[config.mk]
export PLATFORM = sky130hd
export DESIGN_NAME = vote_capture
export DESIGN_NICKNAME = d
export VERILOG_FILES = /design/src/rtl/evm_pkg.sv /design/src/rtl/evm_sync2.sv /design/src/rtl/vote_capture.sv
export SDC_FILE = /design/constraint.sdc
export NUM_CORES = 1
export LEC_CHECK = 0
export ABC_AREA = 1
export ABC_CLOCK_PERIOD_IN_PS = 2900
export CORE_MARGIN = 2
export CORE_UTILIZATION = 50
export DETAILED_ROUTE_END_ITERATION = 6
export PLACE_DENSITY = 0.84
export SLEW_MARGIN = 20
export SYNTH_ARGS = -nofsm -noshare
export SYNTH_HDL_FRONTEND = slang
export SYNTH_SLANG_ARGS = --single-unit
[constraint.sdc]
create_clock -name clk -period 2.9 [get_ports clk]
set_clock_uncertainty 0.15 [all_clocks]
set_input_delay 0.58 -clock clk [delete_from_list [all_inputs] [get_ports clk]]
set_output_delay 0.58 -clock clk [all_outputs]
set_load 0.01 [all_outputs]
[src/rtl/evm_pkg.sv]
// Shared types and constants for the EVM ballot-capture front end.
package evm_pkg;

  typedef enum logic [1:0] {
    IDLE    = 2'd0,
    ARMED   = 2'd1,
    COMMIT  = 2'd2,
    RELEASE = 2'd3
  } state_t;

  localparam int         NUM_PARTY = 4;
  localparam logic [1:0] PARTY_A   = 2'd0;
  localparam logic [1:0] PARTY_B   = 2'd1;
  localparam logic [1:0] PARTY_C   = 2'd2;
  localparam logic [1:0] PARTY_D   = 2'd3;

  // Button vectors are ordered {a,b,c,d}, so bit 3 is party A.
  function automatic logic [1:0] party_encode(input logic [NUM_PARTY-1:0] onehot);
    logic [1:0] idx;
    idx = PARTY_A;
    if (onehot[2]) idx = PARTY_B;
    if (onehot[1]) idx = PARTY_C;
    if (onehot[0]) idx = PARTY_D;
    return idx;
  endfunction

  function automatic logic is_onehot(input logic [NUM_PARTY-1:0] v);
    return (v != '0) && ((v & (v - 1'b1)) == '0);
  endfunction

endpackage

[src/rtl/evm_sync2.sv]
// Parameterised-width two-flop synchroniser for raw asynchronous inputs.
module evm_sync2 #(
  parameter int WIDTH = 1
) (
  input  logic             clk,
  input  logic             rst,
  input  logic [WIDTH-1:0] i_d,
  output logic [WIDTH-1:0] o_q
);

  logic [WIDTH-1:0] r_meta;
  logic [WIDTH-1:0] r_sync;

  always_ff @(posedge clk or posedge rst) begin
    if (rst) begin
      r_meta <= '0;
      r_sync <= '0;
    end else begin
      r_meta <= i_d;
      r_sync <= r_meta;
    end
  end

  assign o_q = r_sync;

endmodule

[src/rtl/vote_capture.sv]
// Ballot capture: synchronise and debounce party buttons, allow one vote per
// officer enable, and emit a single-cycle vote strobe to the counter.
module vote_capture
  import evm_pkg::*;
#(
  parameter int DEBOUNCE_CYCLES = 4,
  parameter int ARM_TIMEOUT     = 255
) (
  input  logic       clk,
  input  logic       reset,
  input  logic       a,
  input  logic       b,
  input  logic       c,
  input  logic       d,
  input  logic       master_enable,
  output logic       vote_valid,
  output logic [1:0] vote_party,
  output logic [3:0] vote_onehot,
  output logic       armed,
  output logic       multi_press,
  output logic       timeout
);

  localparam int CNT_W = $clog2(DEBOUNCE_CYCLES + 1);
  localparam int TMO_W = $clog2(ARM_TIMEOUT + 1);
  localparam logic [CNT_W-1:0] CNT_MAX  = CNT_W'(DEBOUNCE_CYCLES);
  localparam logic [TMO_W-1:0] TMO_MAX  = TMO_W'(ARM_TIMEOUT);
  localparam logic [TMO_W-1:0] TMO_LAST = TMO_W'(ARM_TIMEOUT - 1);

  logic [4:0]           w_sync;
  logic [3:0]           w_s_btn;
  logic                 w_s_me;
  logic                 w_onehot;
  logic                 w_multi;
  logic [CNT_W-1:0]     w_cnt_inc;

  state_t               r_state, w_state_nxt;
  logic [CNT_W-1:0]     r_cnt, w_cnt_nxt;
  logic [TMO_W-1:0]     r_tmo, w_tmo_nxt;
  logic [3:0]           r_cand, w_cand_nxt;
  logic                 r_timeout, w_timeout_nxt;
  logic                 r_multi, w_multi_nxt;

  evm_sync2 #(.WIDTH(5)) u_sync (
    .clk (clk),
    .rst (reset),
    .i_d ({a, b, c, d, master_enable}),
    .o_q (w_sync)
  );

  assign w_s_btn   = w_sync[4:1];
  assign w_s_me    = w_sync[0];
  assign w_onehot  = is_onehot(w_s_btn);
  assign w_multi   = (w_s_btn != '0) && !w_onehot;
  assign w_cnt_inc = (r_cnt == CNT_MAX) ? r_cnt : r_cnt + 1'b1;

  // One counter serves both the press debounce (ARMED) and release debounce (RELEASE).
  always_comb begin
    w_state_nxt   = r_state;
    w_cnt_nxt     = r_cnt;
    w_tmo_nxt     = r_tmo;
    w_cand_nxt    = r_cand;
    w_timeout_nxt = 1'b0;
    w_multi_nxt   = 1'b0;
    unique case (r_state)
      IDLE: begin
        w_cnt_nxt  = '0;
        w_tmo_nxt  = '0;
        w_cand_nxt = '0;
        if (w_s_me) w_state_nxt = ARMED;
      end
      ARMED: begin
        w_tmo_nxt = (r_tmo == TMO_MAX) ? r_tmo : r_tmo + 1'b1;
        if (w_onehot) begin
          if (w_s_btn == r_cand) begin
            w_cnt_nxt = w_cnt_inc;
          end else begin
            w_cand_nxt = w_s_btn;
            w_cnt_nxt  = CNT_W'(1);
          end
        end else begin
          w_cnt_nxt = '0;
        end
        // Commit takes priority over an expiry on the same edge.
        if (w_onehot && (w_cnt_nxt == CNT_MAX)) begin
          w_state_nxt = COMMIT;
        end else if (r_tmo == TMO_LAST) begin
          w_state_nxt   = IDLE;
          w_timeout_nxt = 1'b1;
        end else begin
          w_multi_nxt = w_multi;
        end
      end
      COMMIT: begin
        w_cnt_nxt   = '0;
        w_state_nxt = RELEASE;
      end
      RELEASE: begin
        if (w_s_btn == '0) begin
          w_cnt_nxt = w_cnt_inc;
          if (w_cnt_nxt == CNT_MAX) w_state_nxt = IDLE;
        end else begin
          w_cnt_nxt = '0;
        end
      end
      default: w_state_nxt = IDLE;
    endcase
  end

  always_ff @(posedge clk or posedge reset) begin
    if (reset) begin
      r_state   <= IDLE;
      r_cnt     <= '0;
      r_tmo     <= '0;
      r_cand    <= '0;
      r_timeout <= 1'b0;
      r_multi   <= 1'b0;
    end else begin
      r_state   <= w_state_nxt;
      r_cnt     <= w_cnt_nxt;
      r_tmo     <= w_tmo_nxt;
      r_cand    <= w_cand_nxt;
      r_timeout <= w_timeout_nxt;
      r_multi   <= w_multi_nxt;
    end
  end

  assign vote_valid  = (r_state == COMMIT);
  assign vote_party  = vote_valid ? party_encode(r_cand) : 2'd0;
  assign vote_onehot = vote_valid ? r_cand : 4'd0;
  assign armed       = (r_state == ARMED);
  assign multi_press = r_multi;
  assign timeout     = r_timeout;

endmodule
==> impl_metrics.json <==
{
  "place_congestion": 0.8439,
  "dr.pass1.iters": 4,
  "cp_num_buf_inv": 3,
  "drc": 0,
  "path_cells": "inv_1 -> nor2_1 -> inv_1 -> a21oi_1 -> clkdlybuf4s50_1",
  "postCtsHoldBufs": 0,
  "regArea_um2": 725.7,
  "ant_nets": 0,
  "antenna_cells": 0,
  "peakVddDrop_mv": 0.4430,
  "hold_viol_final": 0,
  "design_area_um2": 1694,
  "setup-tns-final_ps": 0,
  "rsz0062_at_grt": "false",
  "grt_start_max_net_pins": 30,
  "die_height_um": 57.60,
  "synth_top_cell_by_area": "dfrtp_1",
  "grtUsageTotal_pct": 18.13,
  "met1_usage_pct": 20.45,
  "status": "complete, no violations",
  "ys_ff_latch": 29,
  "multi_input_area_um2": 590.6,
  "cp.arrival_ps": 1830,
  "synth.avg_cell_area_um2": 8.601,
  "io_buffers": 16,
  "core_area_um2": 2734,
  "max_slew.worst_pin.slew_ps": 357.0,
  "final_util_pct": 61.97,
  "min_period_ps": 2560,
  "hp-class": "flop to flop",
  "grt_pass1_vias": 1094,
  "io_pins": 17,
  "cts_sinks": 29,
  "synthTopCellsByCount": "34 x nand2_1, 29 x dfrtp_1, 26 x inv_1",
  "grt_pass1_wl_um": 4485,
  "required_ps": 2170,
  "synth_cell_types": 25,
  "initial_core_util_pct": 52.54,
  "wirelength_um": 2501,
  "relSlewSlack_pct": 76.20,
  "dp.final_hpwl_um": 1913,
  "cts_resized": 0,
  "clk_latency_ps": 320,
  "finalMaxSlewViolations": 0,
  "post_cts_buffers": 0,
  "path_delay_family": "buffers and inverters",
  "clockRootBuffer": "clkbuf_4",
  "drive_above_1_share_pct": 14.06,
  "p_per_area_nw_per_um2": 655.3,
  "synth_ff_type": "dfrtp_1",
  "fin_crit_sh_pct": 88.27,
  "worst_setup_path_start_kind": "flop",
  "fillers": 232,
  "nNetsFinal": 202,
  "grt.busiest_layer": "met2",
  "vias": 1104,
  "cap_violations": 0,
  "synth.top_cell.area_share_pct": 50.52,
  "dieArea_um2": 3318,
  "syn-num-nets": 178,
  "crit_type": "flop to output pin",
  "synth_edf_count": 0,
  "cts_buffers": 5,
  "vias_per_cell": 4.951,
  "clk_pin_slew_ps": 80,
  "finalSetupViolCount": 0,
  "critPathMaxStageDelay_ps": 560,
  "cts_tree": "built",
  "cp_max_fo": 6,
  "grt_remaining_overflow": 0,
  "htreeDepth": 2,
  "crit_slowest_cell": "clkdlybuf4s50_1",
  "met3_usage_pct": 7.029,
  "drt_iter0_markers": 29,
  "synth.most_common_cell": "nand2_1",
  "fmax_ghz": 0.3907,
  "synthToLayoutAreaGrowth_pct": 17.94,
  "antenna_found_initial": 0,
  "wl_per_cell_um": 11.22,
  "met2_usage_pct": 29.38,
  "ys_top_cells_by_area": "dfrtp_1 51%, nand2_1 8.9%, inv_1 6.8%",
  "clockBufferDepth": 2,
  "critPathCaptureType": "output pin",
  "p_leak_nw": 0.8380,
  "syn-cell-area_um2": 1436,
  "async_reset_ff_share_pct": 100.0,
  "dieWidth_um": 57.60,
  "synth-seq-area-share_pct": 50.52,
  "synthCells": 167,
  "critPathMostFrequentCell": "inv_1",
  "place_area_um2": 1643,
  "num_rows": 19,
  "ys_warn_count": 0
}
[flip-flops by register name, indices dropped and copies added, names as in the netlist, named ones only]
signal,flops
u_sync.o_q,5
r_cand,4
u_sync.r_meta,5
r_tmo,8
timeout,1
r_cnt,3
r_state,1
multi_press,1
[power breakdown]
part	total [mW]	leakage [nW]	switching, mW	internal (mW)
Combinational	0.360	0.439	0.227	0.133
Clock	0.223	0.0320	0.131	0.0920
Sequential	0.528	0.367	0.0579	0.470
Total	1.11	0.838	0.416	0.695
[per-layer routing]
layer,up-vias,part of all wire [%]
met5,-,0
met4,0,2.7
met3,7,5.0
met2,18,48
met1,518,44
li1,561,-
[logic make-up (layout without fill, tap and decap cells)]
| group | after synthesis | after routing | synth area share, % |
|---|---|---|---|
| flops | 29 | 29 | 50.52 |
| xor+xnor | 7 | 7 | 4.268 |
| compound gates | 19 | 19 | 8.100 |
| fa+ha+maj | 4 | 4 | 3.484 |
| simple gates | 76 | 76 | 25.26 |
| buf+inv | 32 | 57 | 8.362 |
[final cells by class]
| type | count | area share (%) |
|---|---|---|
| Timing Repair Buffer | 17 | 9.897 |
| Inverter | 32 | 7.090 |
| Sequential cell | 29 | 42.84 |
| Clock buffer | 6 | 2.437 |
| Tap cell | 31 | 2.290 |
| Clock inverter | 2 | 0.5908 |
| Multi-Input combinational cell | 106 | 34.86 |
[worst paths after layout]
path	startpoint	endpoint	slack (ps)	cells after the start
max	flop	vote_party[1]	340	5
min	u_sync.r_meta[0]	u_sync.o_q[0]	200	0
max reg2reg	r_cnt[0]	r_state[0]	1070	10
min reg2reg	u_sync.r_meta[0]	u_sync.o_q[0]	200	0
max in group asynchronous	reset	u_sync.o_q[1]	1850	3
min in group asynchronous	reset	r_tmo[2]	490	3
[through the flow]
step	hold slack, ps	cells	setup slack [ps]	total power [mW]
floorplan	181.2	167	1115	0.7962
global placement	182.3	215	764.2	0.8742
detailed placement	186.2	215	699.2	0.8927
CTS	205.7	223	314.1	1.123
global route	210.8	223	215.1	1.191
finish	203.2	223	340.2	1.110
[layout by cell type, fill, tap and decap left out, drive strengths merged]
cell           netlist  routed
dfrtp               29      29
o31ai                1       1
a32oi                1       1
nand4                1       1
nor2                21      21
inv                 31      31
xnor2                3       3
nand2               39      39
clkdlybuf4s50        0      16
a21oi                5       5
o21ai               11      11
ha                   4       4
buf                  0       1
xor2                 4       4
clkbuf               0       6
o21bai               1       1
nor2b                1       1
nand3               13      13
nor3                 1       1
clkinv               1       3
(Power assumes the default switching activity.)
